==> src/rtl/i2s_tx_feeder_pkg.sv <==
// i2s_tx_feeder_pkg
// Shared definitions for the I2S transmit feeder: default sample width,
// default FIFO depth and the ceil-log2 helper also used by i2s_master to
// size pointers and counters.
package i2s_tx_feeder_pkg;

  localparam int DATA_WIDTH_DEF = 24;
  localparam int DEPTH_DEF      = 8;

  // Smallest r with 2**r >= n (0 for n <= 1).
  function automatic int log2c(input int n);
    int r;
    r = 0;
    for (int i = 0; i < 31; i++) begin
      if ((32'sd1 <<< i) < n) begin
        r = i + 1;
      end
    end
    return r;
  endfunction

endpackage

==> src/rtl/i2s_stereo_fifo.sv <==
// i2s_stereo_fifo
// Synchronous FIFO holding stereo pairs as single 2*DATA_WIDTH entries.
// Ports:
//   clk, arstn          clock, asynchronous active-low reset
//   flush_i             synchronous clear of pointers and occupancy
//   push_i, wdata_i     write an entry (ignored when full or flushing)
//   pop_i, rdata_o      rdata_o always shows the oldest entry; pop_i retires it
//   level_o             occupancy 0..DEPTH
//   empty_o, full_o     occupancy flags
module i2s_stereo_fifo
  import i2s_tx_feeder_pkg::*;
#(
  parameter int W     = 2 * DATA_WIDTH_DEF,
  parameter int DEPTH = DEPTH_DEF
) (
  input  logic                   clk,
  input  logic                   arstn,
  input  logic                   flush_i,
  input  logic                   push_i,
  input  logic [W-1:0]           wdata_i,
  input  logic                   pop_i,
  output logic [W-1:0]           rdata_o,
  output logic [log2c(DEPTH):0]  level_o,
  output logic                   empty_o,
  output logic                   full_o
);

  localparam int AW = log2c(DEPTH);
  localparam int LW = AW + 1;

  logic [W-1:0]  mem [DEPTH];
  logic [AW-1:0] wr_ptr_q, wr_ptr_d;
  logic [AW-1:0] rd_ptr_q, rd_ptr_d;
  logic [LW-1:0] level_q,  level_d;
  logic          push_ok;
  logic          pop_ok;

  assign empty_o = (level_q == LW'(0));
  assign full_o  = (level_q == LW'(DEPTH));
  assign level_o = level_q;
  assign rdata_o = mem[rd_ptr_q];

  // Guard against overflow/underflow regardless of what the caller asks for.
  assign push_ok = push_i & ~full_o  & ~flush_i;
  assign pop_ok  = pop_i  & ~empty_o & ~flush_i;

  // Next-state for pointers and occupancy; pointers wrap modulo DEPTH.
  always_comb begin
    wr_ptr_d = wr_ptr_q;
    rd_ptr_d = rd_ptr_q;
    level_d  = level_q;
    if (flush_i) begin
      wr_ptr_d = '0;
      rd_ptr_d = '0;
      level_d  = '0;
    end else begin
      if (push_ok) begin
        wr_ptr_d = wr_ptr_q + AW'(1);
      end else begin
        wr_ptr_d = wr_ptr_q;
      end
      if (pop_ok) begin
        rd_ptr_d = rd_ptr_q + AW'(1);
      end else begin
        rd_ptr_d = rd_ptr_q;
      end
      case ({push_ok, pop_ok})
        2'b10:   level_d = level_q + LW'(1);
        2'b01:   level_d = level_q - LW'(1);
        default: level_d = level_q;
      endcase
    end
  end

  // Pointer and occupancy registers.
  always_ff @(posedge clk or negedge arstn) begin
    if (!arstn) begin
      wr_ptr_q <= '0;
      rd_ptr_q <= '0;
      level_q  <= '0;
    end else begin
      wr_ptr_q <= wr_ptr_d;
      rd_ptr_q <= rd_ptr_d;
      level_q  <= level_d;
    end
  end

  // Storage: validity is tracked by occupancy only, so no reset here.
  always_ff @(posedge clk) begin
    if (push_ok) begin
      mem[wr_ptr_q] <= wdata_i;
    end
  end

endmodule

==> src/rtl/i2s_tx_feeder.sv <==
// i2s_tx_feeder
// Buffers upstream stereo pairs and hands one pair per I2S frame to the
// I2S master. A new pair is loaded on each ws rising edge so left and right
// of the same pair are shifted out back to back.
// Ports:
//   clk, arstn                         clock, asynchronous active-low reset
//   enable                             0 flushes the FIFO and mutes outputs
//   in_valid, in_ready                 upstream handshake
//   in_left, in_right                  upstream sample pair
//   ws                                 word select from i2s_master
//   data_send_left, data_send_right    registered pair to i2s_master
//   level                              FIFO occupancy 0..DEPTH
//   underrun, underrun_clr             sticky empty-slot flag and its clear
module i2s_tx_feeder
  import i2s_tx_feeder_pkg::*;
#(
  parameter int DATA_WIDTH = DATA_WIDTH_DEF,
  parameter int DEPTH      = DEPTH_DEF
) (
  input  logic                   clk,
  input  logic                   arstn,
  input  logic                   enable,
  input  logic                   in_valid,
  output logic                   in_ready,
  input  logic [DATA_WIDTH-1:0]  in_left,
  input  logic [DATA_WIDTH-1:0]  in_right,
  input  logic                   ws,
  output logic [DATA_WIDTH-1:0]  data_send_left,
  output logic [DATA_WIDTH-1:0]  data_send_right,
  output logic [log2c(DEPTH):0]  level,
  output logic                   underrun,
  input  logic                   underrun_clr
);

  logic                    ws_q;
  logic                    tick;
  logic                    push;
  logic                    pop;
  logic                    fifo_empty;
  logic                    fifo_full;
  logic [2*DATA_WIDTH-1:0] fifo_rdata;
  logic [DATA_WIDTH-1:0]   left_q,  left_d;
  logic [DATA_WIDTH-1:0]   right_q, right_d;
  logic                    underrun_q, underrun_d;

  // ws_q resets to 1 so a ws held high across reset release is not a tick.
  assign tick = ws & ~ws_q;

  // in_ready uses the registered occupancy, so a pop never frees a slot in
  // the same cycle; arstn gating keeps it low throughout reset.
  assign in_ready = arstn & enable & ~fifo_full;
  assign push     = in_valid & in_ready;
  assign pop      = enable & tick & ~fifo_empty;

  i2s_stereo_fifo #(
    .W     (2 * DATA_WIDTH),
    .DEPTH (DEPTH)
  ) u_fifo (
    .clk     (clk),
    .arstn   (arstn),
    .flush_i (~enable),
    .push_i  (push),
    .wdata_i ({in_left, in_right}),
    .pop_i   (pop),
    .rdata_o (fifo_rdata),
    .level_o (level),
    .empty_o (fifo_empty),
    .full_o  (fifo_full)
  );

  // Output pair and underrun next-state; a set in the same cycle beats clear.
  always_comb begin
    left_d     = left_q;
    right_d    = right_q;
    underrun_d = underrun_q & ~underrun_clr;
    if (!enable) begin
      left_d  = '0;
      right_d = '0;
    end else if (tick) begin
      if (fifo_empty) begin
        left_d     = '0;
        right_d    = '0;
        underrun_d = 1'b1;
      end else begin
        left_d  = fifo_rdata[2*DATA_WIDTH-1:DATA_WIDTH];
        right_d = fifo_rdata[DATA_WIDTH-1:0];
      end
    end else begin
      left_d  = left_q;
      right_d = right_q;
    end
  end

  // Word-select history, output pair and sticky underrun.
  always_ff @(posedge clk or negedge arstn) begin
    if (!arstn) begin
      ws_q       <= 1'b1;
      left_q     <= '0;
      right_q    <= '0;
      underrun_q <= 1'b0;
    end else begin
      ws_q       <= ws;
      left_q     <= left_d;
      right_q    <= right_d;
      underrun_q <= underrun_d;
    end
  end

  assign data_send_left  = left_q;
  assign data_send_right = right_q;
  assign underrun        = underrun_q;

endmodule

==> config.mk <==
export PLATFORM = sky130hd
export DESIGN_NAME = i2s_tx_feeder
export DESIGN_NICKNAME = d
export VERILOG_FILES = /design/src/rtl/i2s_tx_feeder_pkg.sv /design/src/rtl/i2s_stereo_fifo.sv /design/src/rtl/i2s_tx_feeder.sv
export SDC_FILE = /design/constraint.sdc
export NUM_CORES = 1
export LEC_CHECK = 0
export CAP_MARGIN = 20
export CORE_MARGIN = 5
export CORE_UTILIZATION = 55
export CTS_BUF_LIST = sky130_fd_sc_hd__clkbuf_8
export DETAILED_ROUTE_END_ITERATION = 10
export PLACE_DENSITY = 0.75
export SLEW_MARGIN = 40
export SYNTH_ARGS = -nofsm -noshare
export SYNTH_HDL_FRONTEND = slang
export SYNTH_SLANG_ARGS = --single-unit
==> constraint.sdc <==
create_clock -name clk -period 7.8 [get_ports clk]
set_input_delay 1.56 -clock clk [delete_from_list [all_inputs] [get_ports clk]]
set_output_delay 1.56 -clock clk [all_outputs]
set_load 0.02 [all_outputs]
==> Flow_metrics.wiki <==
{| class="wikitable"
! Metric !! Value
|-
| Startpoint-to-endpoint class of the critical path || in2out
|-
| Average detailed-routed wire length per instance || ~22 um
|-
| Number of warnings reported in the yosys synthesis log || 0
|-
| I/O Pins || about 110
|-
| Wire length after detailed routing || 30600 um
|-
| Maximum fanout count along the critical path || 14
|-
| Predominant post-synthesis flop cell || edfxtp_1
|-
| Final Critical Period || approximately 4.7 ns
|-
| Number of nets in the synthesized netlist || 850
|-
| Critical path's largest stage delay || between 0.7 and 0.8 ns
|-
| Drt initial violations || between 500 and 600
|-
| Number of antenna violations at the first check in global routing || 0
|-
| Share of Yosys cell area claimed by the top area cell type || 0.687
|-
| Library cell occupying the most area in the post-synthesis netlist || edfxtp_1
|-
| Core area || 0.0303 sq mm
|-
| Pin count of the biggest net entering global routing || 63
|-
| Biggest area contributors in the synthesized netlist || edfxtp_1 69%, mux4_2 13%, dfrtp_1 8.8%
|-
| Cell Pwr Density || roughly 260 mW/mm^2
|-
| Max Fclk || approximately 210 MHz
|-
| CP Capture Type || output port
|-
| DRC violation count after routing || 0
|-
| Status || finished clean
|-
| Clock tree skew after final layout || between 0.02 and 0.03 ns
|-
| Type of the tightest min-delay check || reg2reg
|-
| Period Utilization, post-route || 0.603
|-
| Die W || 185 um
|-
| Count of endpoints failing hold in the final timing report || 0
|-
| Antenna diode count || 0
|-
| GPL Wtd Cong || roughly 0.73
|-
| CTS H-Tree Depth || 3
|-
| Resize count post-CTS || 0
|-
| Total Die Area || about 0.034 sq mm
|-
| Input/output buffers || roughly 110
|-
| Part of the Yosys area used for sequential elements || 0.776
|-
| Number of buffers inserted during clock tree synthesis || 70
|-
| Cell count after synthesis || just under 800
|-
| Nature of the critical path startpoint || input pin
|-
| Setup Fix Bufs, Post-CTS || 0
|-
| CTS sink cnt || 444
|-
| Final-layout fill cell count || ~2.0k
|-
| Layout Area Growth over Synthesis || 18.1%
|-
| Grt total ovfl || 0
|-
| Number of synthesized flops with an enable pin || around 380
|-
| Crit path arrival time || roughly 3.1 ns
|-
| Number of global-route vias before repair || between 8k and 9k
|-
| Most frequent CP cell || clkdlybuf4s50_1
|-
| GR Util All Layers || 0.185
|-
| Critical Path Slowest Stage Cell || clkdlybuf4s50_1
|-
| Overall via count from detail_route || roughly 7.9k
|-
| Number of rows in the core area || between 60 and 70
|-
| Hold slack final || ~0.48 ns
|-
| Number of buffers between clock root and the deepest sink || 3
|-
| Relative max-transition margin || 0.476
|-
| DRT Pass-1 Iters || 5
|-
| Setup tns final || 0 ns
|-
| Number of nets in the layout || between 1k and 1.5k
|-
| Latest clock arrival within the worst-skew pair || 0.57 ns
|-
| CTS tree || done
|-
| Leak || 6.46 nW
|-
| Unrepaired setup endpoints after global routing || false
|-
| Required time at the endpoint of the critical path || 6.24 ns
|-
| Proportion of register bits with asynchronous set or reset after synthesis || 0.135
|-
| Count of cell types in the netlist || 43
|-
| Commonest cells in the netlist || 384 x edfxtp_1, 96 x mux4_2, 59 x dfrtp_1, 58 x nand2_1, 48 x mux2i_1
|-
| Top-count cell post-synth || edfxtp_1
|-
| Die extent in y || 185 um
|-
| Synthesized area || 0.0168 sq mm
|-
| Total of max-cap violations || 0
|-
| Starting density of the core || 0.553
|-
| VDD IR max || between 0.0001 and 0.00015 V
|-
| Detailed placer's ending HPWL || about 18000 um
|-
| First-pass GRT wire length || ~48000 um
|-
| Via density per instance || approximately 5.7
|-
| Worst-path cell chain || clkdlybuf4s50_1 > nand2_1 > a21oi_1 > clkdlybuf4s50_1
|-
| Syn_area_per_cell || 21.2 sq um
|-
| Clock-pin slew on the worst setup and hold paths || 0.06 ns
|-
| Proportion of layout cells with a drive suffix above 1 || 0.236
|-
| Cts-stage hold buffer count || 0
|-
| Register bit total from synthesis || between 400 and 500
|-
| Worst Max-Slew Pin Slew || slightly below 0.8 ns
|-
| Clock root buffer || clkbuf_8
|-
| Count of pins over their slew limit || 0
|-
| Detail Route Antenna Nets || 0
|-
| Final count of negative-setup-slack endpoints || 0
|}
registers in the layout (all words and copies together) (netlist names):
name and count:
u_fifo.wr_ptr_q 3, underrun 1, data_send_left 24, u_fifo.rd_ptr_q 3, u_fifo.mem 384, u_fifo.level_o 4
ws_q 1, data_send_right 24
area by class of cell:
class                      instances  area (sq um)  share of cell area
inverter                           2          7.51            0.000379
clock buffer                      84          1160              0.0583
multi-input combinational        304          3580               0.181
sequential                       444         13000               0.658
tap                              396           495              0.0250
clock inverter                    45           245              0.0124
timing repair buffer             126          1290              0.0652
cells in the final DEF (no fill, tap or decap), types with 5 or more instances in the layout:
cell and n:
buf_4 12, clkbuf_8 84, clkdlybuf4s50_1 106, clkinv_1 5, clkinv_2 8, dfrtp_1 56
edfxtp_1 384, inv_1 26, mux2i_1 48, mux4_2 96, nand2_1 58, nand3_1 5
o21ai_0 34, o21ai_1 18
path summary, 6_finish.rpt:
kind                              startpoint            endpoint  slack, ns  depth (start not counted)
max                                   enable            in_ready       3.10                          4
min                        data_send_left[0]   data_send_left[0]       0.48                          2
max reg2reg                u_fifo.level_o[0]   u_fifo.mem[3][25]       4.65                          5
min reg2reg                data_send_left[0]   data_send_left[0]       0.48                          2
max in group asynchronous              arstn  u_fifo.rd_ptr_q[0]       6.35                          1
min in group asynchronous              arstn   u_fifo.level_o[0]       0.99                          1
metrics by stage:
step,setup slack [ns],area (sq um),power (mW),std cells,util
finish,3.10,19800,5.13,1401,0.653
global route,2.95,19800,5.36,1401,0.653
CTS,3.08,19800,5.19,1400,0.652
detailed placement,2.76,18400,3.30,1271,0.606
global placement,2.74,18300,3.28,1267,0.603
floorplan,0.238,16800,3.09,791,-
metal layers:
| metal | track usage | vias to the layer above | routed length [um] |
|---|---|---|---|
| met3 | 0.0393 | 33 | 1770 |
| met5 | 0 | - | 0 |
| li1 | - | 3528 | - |
| met1 | 0.262 | 4140 | 13100 |
| met4 | 0.0446 | 0 | 407 |
| met2 | 0.302 | 233 | 15300 |
cells by family (layout without fill, tap and decap cells):
kind of cell             after synthesis  after routing  synth area share
AO/OA/AOI/OAI                         63             63            0.0201
flip-flops                           444            444             0.776
AND/OR/NAND/NOR                       87             87            0.0245
buffers and inverters                 43            257            0.0136
multiplexers                         144            144             0.157
adder cells (fa/ha/maj)                5              5           0.00417
XOR/XNOR                               5              5           0.00373
critical path, delay by kind of cell:
family,cells,cell delay (ns)
buffers and inverters,2,1.35
AO/OA/AOI/OAI,1,0.13
AND/OR/NAND/NOR,1,0.09
report_power, final:
part / internal (mW) / switching (mW)
logic: 0.279 / 0.269
clock network: 1.02 / 0.869
registers: 2.64 / 0.0500
total: 3.94 / 1.19
Note: power is estimated with default switching activity, not from simulation.
